$ cat config.mk
export PLATFORM = sky130hd
export DESIGN_NAME = tdc_hit_sequencer
export DESIGN_NICKNAME = d
export VERILOG_FILES = /design/src/rtl/tdc_hit_sequencer.sv
export SDC_FILE = /design/constraint.sdc
export NUM_CORES = 1
export LEC_CHECK = 0
export BUFFER_PORTS_ARGS = -buffer_cell sky130_fd_sc_hd__buf_2
export CAP_MARGIN = 20
export CORE_MARGIN = 3
export CORE_UTILIZATION = 30
export DETAILED_ROUTE_END_ITERATION = 6
export GPL_ROUTABILITY_DRIVEN = 1
export RECOVER_POWER = 50
export SKIP_LAST_GASP = 1
export SLEW_MARGIN = 30
export SYNTH_ARGS = -nofsm -noshare
export SYNTH_HDL_FRONTEND = slang
export SYNTH_SLANG_ARGS = --single-unit
$ cat constraint.sdc
create_clock -name clk -period 1.8 [get_ports clk]
set_input_delay 0.09 -clock clk [delete_from_list [all_inputs] [get_ports clk]]
set_output_delay 0.09 -clock clk [all_outputs]
set_load 0.02 [all_outputs]
$ cat src/rtl/tdc_hit_sequencer.sv
// TDC hit sequencer: turns a synchronized hit strobe into a capture pulse for
// the delay-line register, waits for the tap encoder, then emits one
// timestamp word {err, coarse, fine} over a valid/ready handshake, followed
// by a programmable dead time.
//
// Build option: define TDC_DROP_CNT_EN to add the saturating drop_cnt output
// counting hits that arrive while busy or while disabled.
//
// state    | meaning
// ---------+---------------------------------------------------------------
// IDLE     | armed; accepts a hit when enable is high
// CAPTURE  | one-cycle capture pulse to the delay-line register
// WAIT_ENC | waits ENC_LAT cycles for fine_index; samples it on the last one
// EMIT     | ts_valid high, ts_data held until ts_ready
// DEAD     | DEAD_CYCLES cycles of hold-off before re-arming

module tdc_hit_sequencer #(
    parameter int COARSE_W    = 24,
    parameter int ENC_LAT     = 1,
    parameter int DEAD_CYCLES = 4
) (
    input  logic                clk,
    input  logic                rst_n,
    input  logic                enable,
    input  logic                hit,
    output logic                capture,
    input  logic [7:0]          fine_index,
    output logic [COARSE_W+8:0] ts_data,
    output logic                ts_valid,
    input  logic                ts_ready,
    output logic                busy
`ifdef TDC_DROP_CNT_EN
    ,
    output logic [15:0]         drop_cnt
`endif
);

    typedef enum logic [2:0] {
        S_IDLE,
        S_CAPTURE,
        S_WAIT_ENC,
        S_EMIT,
        S_DEAD
    } state_t;

    // Timer loads are "cycles minus one" so the terminal count is zero.
    localparam logic [7:0] ENC_LOAD  = 8'(ENC_LAT - 1);
    localparam logic [7:0] DEAD_LOAD = 8'(DEAD_CYCLES - 1);

    state_t              state;
    state_t              state_nxt;
    logic [7:0]          tmr;
    logic [7:0]          tmr_nxt;
    logic [COARSE_W-1:0] coarse;
    logic [COARSE_W-1:0] coarse_lat;
    logic                accept;
    logic                sample;
    logic                tmr_done;

    assign accept   = (state == S_IDLE) && enable && hit;
    assign tmr_done = (tmr == 8'd0);
    assign capture  = (state == S_CAPTURE);
    assign ts_valid = (state == S_EMIT);
    assign busy     = (state != S_IDLE);

    // Free-running coarse time base; held at zero while disabled.
    always_ff @(posedge clk or negedge rst_n) begin
        if (!rst_n) begin
            coarse <= '0;
        end else if (enable) begin
            coarse <= coarse + 1'b1;
        end else begin
            coarse <= '0;
        end
    end

    // State and shared phase timer registers.
    always_ff @(posedge clk or negedge rst_n) begin
        if (!rst_n) begin
            state <= S_IDLE;
            tmr   <= 8'd0;
        end else begin
            state <= state_nxt;
            tmr   <= tmr_nxt;
        end
    end

    // Next-state and timer reload/decrement decisions.
    always_comb begin
        state_nxt = state;
        tmr_nxt   = tmr;
        sample    = 1'b0;
        case (state)
            S_IDLE: begin
                if (accept) begin
                    state_nxt = S_CAPTURE;
                end
            end
            S_CAPTURE: begin
                state_nxt = S_WAIT_ENC;
                tmr_nxt   = ENC_LOAD;
            end
            S_WAIT_ENC: begin
                if (tmr_done) begin
                    sample    = 1'b1;
                    state_nxt = S_EMIT;
                end else begin
                    tmr_nxt = tmr - 8'd1;
                end
            end
            S_EMIT: begin
                if (ts_ready) begin
                    if (DEAD_CYCLES == 0) begin
                        state_nxt = S_IDLE;
                    end else begin
                        state_nxt = S_DEAD;
                        tmr_nxt   = DEAD_LOAD;
                    end
                end
            end
            S_DEAD: begin
                if (tmr_done) begin
                    state_nxt = S_IDLE;
                end else begin
                    tmr_nxt = tmr - 8'd1;
                end
            end
            default: begin
                state_nxt = S_IDLE;
            end
        endcase
    end

    // Latch the coarse time of the accepted hit and build the word once the
    // encoder output is ready; the word then holds until the next sample.
    always_ff @(posedge clk or negedge rst_n) begin
        if (!rst_n) begin
            coarse_lat <= '0;
            ts_data    <= '0;
        end else begin
            if (accept) begin
                coarse_lat <= coarse;
            end
            if (sample) begin
                ts_data <= {(fine_index > 8'd194), coarse_lat, fine_index};
            end
        end
    end

`ifdef TDC_DROP_CNT_EN
    logic drop;

    assign drop = hit && !accept;

    // Saturating count of hits that were not accepted.
    always_ff @(posedge clk or negedge rst_n) begin
        if (!rst_n) begin
            drop_cnt <= 16'd0;
        end else if (drop && (drop_cnt != 16'hFFFF)) begin
            drop_cnt <= drop_cnt + 16'd1;
        end
    end
`endif

endmodule

## Word-level counts from Yosys, hierarchy flattened

Cells that the tools add are included.

- Output and inout port bits: 36
- Register bits: 92
- Input bits: 13
- Word-level logic and storage cells: 37

- Magnitude comparators: 1
- Reductions and logical operators: 9
- Multiplexer cells: 11
- Add/sub/neg operators: 2
- Equality and inequality tests: 9

Operators by type and width:

| operator | number |
|---|---|
| $add A24 B1 Y24 const B | 1 |
| $mux W24 | 1 |
| $pmux W8 S3 | 1 |
| $mux W8 | 2 |
| $pmux W3 S5 | 1 |
| $mux W3 | 4 |
| $gt A8 B8 Y1 const B | 1 |
| $logic_not A8 Y1 | 1 |
| $ne A2 B2 Y1 const B | 4 |
| $sub A8 B1 Y8 const B | 1 |
| $eq A3 B2 Y1 const B | 2 |
| $reduce_bool A3 Y1 | 2 |
| $reduce_and A4 Y1 | 1 |
| $eq A3 B1 Y1 const B | 1 |
| $eq A3 B3 Y1 const B | 1 |
| $logic_not A3 Y1 | 1 |
| $reduce_and A3 Y1 | 1 |
| $logic_and A1 B1 Y1 | 2 |
| $mux W1 | 2 |
| $ne A2 B1 Y1 const B | 1 |
| $reduce_or A2 Y1 | 1 |

## Longest topological paths before layout

- Depth after elaboration: 5
- Mapped depth: 7
- Gate-level depth less buffers: 6

## Worst setup path before layout

Ideal clock, no wire load.

- Kind: reg2reg
- From: register tmr[0]
- To: register ts_data[5]
- Arrival time: 1.648 ns
- Required time: 1.675 ns
- Slack: 0.027 ns
- Cell stages (with the launch flop): 7
- Period minus slack after synthesis: 1.773 ns
- Library setup time: 0.125 ns
- Buffers on the path: 1
- Cell sequence: dfrtp_1 > inv_1 > ha_1 > nor3b_2 > nand3_2 > buf_6 > mux2_4

- Word-level cells in the longest chain between the ends: 3

Ends and longest elaborated chain:

| what | RTL line | text |
|---|---|---|
| from (decl) | 52 | `logic [7:0] tmr;` |
| from (signal assigned) | 84 | `tmr <= tmr_nxt;` |
| $logic_not A8 Y1 | 61 | `assign tmr_done = (tmr == 8'd0);` |
| $mux W1 | 104 | `if (tmr_done) begin` |
| $mux W1 | 93 | `case (state)` |
| to (signal assigned) | 145 | `ts_data <= {(fine_index > 8'd194), coarse_lat, fine_index};` |
| to (decl) | 28 | `output logic [COARSE_W+8:0] ts_data,` |

Every way passes these cells.
A chain may end at the register's enable or synchronous reset.

## Worst setup path in the final report

- From: register tmr[0]
- To: register tmr[7]

- Word-level cells in the longest chain between the ends: 3
- Elaborated cells between the ends (all ways): 6
- Classes of those cells: add/sub (1); eq/ne (1); mux (2); reduce/logical (2)

Ends and longest elaborated chain:

| what | RTL line |
|---|---|
| $sub A8 B1 Y8 or $logic_not A8 Y1 (tied branches) | 108, 125, 61 |
| $mux W8 or $ne A2 B2 Y1 (tied branches) | -- |
| $pmux W8 S3 or $reduce_and A3 Y1 (tied branches) | -- |

Parallel ways exist; a longest one is shown, timed or not. The select of a mux whose other input is x is not followed.

==> key figures <==
Placement
  – GP Congestion: 0.8641
  – Placed cell areas: between 0.004 and 0.005 mm2
  – HPWL Detailed: between 5000 and 6000 um
  – IO Port Bufs: 48
  – Placed cell count: 553

Floorplan
  – Die height: approximately 120 um
  – Initial core utilization: 0.3144
  – Core ar.: ~0.013 mm2
  – Die W: 122.4 um
  – Die ar.: about 0.015 mm2
  – Top Ports: 49
  – Cell Rows: 41

Clock network
  – CTS Buf Count: 9
  – CTS HTree Levels: 3
  – Sink Count: between 90 and 100
  – CTS tree: built
  – CTS max path bufs: 2
  – Clock transition at path regs: roughly 0.060 ns
  – Clock root buffer: clkbuf_16
  – Worst skew pair latency: about 0.34 ns

Timing
  – Post-route setup TNS: 0 ns
  – Clk_skew: roughly 0.0052 ns
  – Final Critical Period: ~1.7 ns
  – Final setup fails: 0
  – Slew headroom: 0.4885
  – Max Clock Freq: between 0.5 and 0.6 GHz
  – Period utilization: 0.9699
  – Max-slew violations: 0
  – Worst Tran Pin Value: 0.7673 ns
  – Final Hold Viols: 0
  – RSZ-0062 raised after global routing: yes
  – Final hold slack: around 0.038 ns

Min path
  – Hold path depth: 2
  – Hold Crit Class: input port to flop
  – Worst Hold Path EP: coarse[1]
  – Min-delay src: enable

Drt
  – Vias: 2896
  – First-pass DRT Iterations: 4
  – Drt total wl: around 8200 um
  – DRT iter0 DRCs: between 100 and 150
  – Antenna Violating Nets Remaining: 0
  – WL per Instance: about 14 um
  – Vias/cell: 4.908
  – DRC: 0

Power and ir drop
  – Power Density: roughly 1400 mW/mm2
  – Sequential power share: 0.381
  – Clock network power share: 0.283
  – Worst vdd ir: around 900 uV
  – Switching Power: 2.284 mW
  – Internal cell power: between 4 and 5 mW
  – Lkg Pwr: 2.423 nW
  – Logic pwr share: 0.336
  – Switching Share: 0.3252

Setup path
  – R2R depth: 5
  – Slowest stage delay, CP: about 0.48 ns
  – CP Data Arrival Time: approximately 2.0 ns
  – Top delay family on crit path: simple AND/OR/NAND/NOR gates
  – Levels on crit path: 5
  – Endpoint class of the critical path: flop
  – Cells along the critical path: buf_4 > nor4_1 > nand2_1 > or4_1 > o211ai_1
  – CP max FO: 4
  – Slowest CP cell: nor4_1
  – CP Launch Type: flop
  – Critical R2R Capture: tmr[7]
  – CP Data Required Time: 2.06 ns
  – Reg2reg setup slack: around 0.054 ns
  – Setup CP Type: flop to flop
  – Reg2reg start: tmr[0]
  – Buf+Inv Stages, Crit Path: 1

Finish
  – Final net count: around 430
  – Antenna fix cells: 0
  – Share of cells above drive strength 1: 0.4115
  – Post-layout util: 0.3985
  – Post-route cell area: between 0.005 and 0.006 mm2
  – Final std cells w/o fill: slightly below 600
  – Area Overhead vs Synth: 26.75%
  – Fillers: 1251

Yosys
  – Count of state elements after synthesis: 92
  – Syn Nets: between 300 and 400
  – Post-synthesis adder-cell area fraction: 0.006158
  – Distinct cells, synth: between 40 and 50
  – Largest area contributor in the netlist: dfrtp_1
  – Seq/Total Area, Yosys: 0.5665
  – Async set or reset register ratio after synthesis: 1.000
  – Syn Area/Cell: approximately 12 um2
  – Post-synthesis instance total: about 330
  – Synth Area in Compound Gates: 0.06773
  – Largest cells by area after synthesis: dfrtp_1 57%, mux2_2 15%, xor2_1 2.2%, nor2_1 1.9%, a21oi_1 1.7%
  – Yosys top cell area share: 0.5665
  – Post-Synth Simple-Gate Area: 0.1398
  – Xor/xnor share of the synthesized area: 0.03017
  – Post-synthesis mux area share: 0.1598
  – Synth Flop Type: dfrtp_1
  – Count leader, synth: dfrtp_1
  – EDFF count, synth: 0
  – Largest family of logic cells by synthesized area: multiplexers
  – Ys Warns: 0
  – Synth Cell Area: between 0.004 and 0.005 mm2
  – Commonest cells post-synth: 92 x dfrtp_1, 55 x mux2_2, 21 x nor2_1, 14 x a21oi_1, 14 x nand2_1

Global route
  – Largest net degree at the start of global routing: 46
  – GRT overflow: 0
  – Number of global-route vias before repair: between 2k and 3k
  – First-pass GRT wire length: between 10000 and 15000 um
  – Initial antenna violation count: 0
  – GRT Util Overall: 0.1177

Outcome
  – Status: completed

Flow run
  – Max-cap violation count: 0
[placed cells by master, fill, tap and decap left out, drive strengths merged, types with 4 or more instances in the layout]
master | Yosys | final
dfrtp | 92 | 92
buf | 10 | 78
mux2 | 57 | 57
nor2 | 22 | 22
nand3 | 15 | 15
a21oi | 14 | 14
nand2 | 14 | 14
xor2 | 10 | 10
o21ai | 10 | 10
clkbuf | 2 | 10
nand4 | 9 | 9
dlygate4sd3 | 0 | 9
or3 | 9 | 9
inv | 9 | 9
a31oi | 5 | 5
and4 | 5 | 5
or4 | 4 | 4
xnor2 | 4 | 4
nor3 | 4 | 4
nor4 | 4 | 4
clkinv | 0 | 4
[power groups by stage]
stage / Clock (mW) / Combinational [mW] / Sequential, mW
after floorplan: 0 / 1.13 / 2.91
after global routing: 2.14 / 2.56 / 2.72
final: 1.99 / 2.36 / 2.68
after detailed placement: 0 / 2.05 / 2.70
after CTS: 2.06 / 2.26 / 2.67
after global placement: 0 / 2.01 / 2.68
[worst register-to-register path: stages (launching register included)]
cell and delay [ns]:
dfrtp_1 0.39, buf_4 0.16, nor4_1 0.48, nand2_1 0.12
or4_1 0.41, o211ai_1 0.10
[worst max-delay path by stage]
stage / slack [ns] / from / endpoint
final: 0.05 / tmr[0] / tmr[7]
after global routing: -0.06 / tmr[0] / tmr[7]
after CTS: 0.03 / coarse[0] / coarse[20]
after detailed placement: -0.12 / tmr[0] / tmr[6]
after global placement: -0.02 / tmr[0] / tmr[2]
after floorplan: 0.03 / tmr[0] / ts_data[5]
[stage by stage]
| step | worst slack (ns) | total power, mW |
|---|---|---|
| global route | -0.06082 | 7.424 |
| finish | 0.05426 | 7.023 |
| floorplan | 0.02703 | 4.038 |
| detailed placement | -0.1170 | 4.746 |
| global placement | -0.02259 | 4.688 |
| CTS | 0.02841 | 6.985 |
[what timing repair did]
action | CTS | global route
resized for setup | 5 | 9
setup endpoints to repair | 21 | 11
hold buffers | 9 | 0
pin swaps | 5 | 6
setup buffers | 6 | 6
hold endpoints to repair | 36 | 0
[sequential cells by signal, summed over array words and instances (netlist names)]
register and count:
state 3, coarse 24, ts_data 33, coarse_lat 24
tmr 8
[cell type report]
cell class / instances / area (um2) / area share
clock inverter: 7 / 91.34 / 0.01773
multi-input combinational: 213 / 1679 / 0.3260
tap: 172 / 215.2 / 0.04178
inverter: 9 / 33.78 / 0.006558
sequential: 92 / 2306 / 0.4477
timing repair buffer: 88 / 600.6 / 0.1166
clock buffer: 9 / 225.2 / 0.04372
[kinds of logic (layout without fill, tap and decap cells)]
kind of cell / Yosys count / after routing
DFF: 92 / 92
and+or+nand+nor: 96 / 96
muxes: 57 / 57
buffers and inverters: 21 / 113
xor gates and xnor gates: 14 / 14
AOI/OAI and AO/OA: 44 / 44
adders and majority gates: 2 / 2
[metal layers]
metal | vias up | GRT usage | part of all wire
met4 | 0 | 0.04409 | 0.025
li1 | 1361 | - | -
met3 | 16 | 0.04286 | 0.054
met2 | 69 | 0.1848 | 0.48
met5 | - | 0 | 0
met1 | 1450 | 0.1491 | 0.44
(Power assumes the default switching activity.)
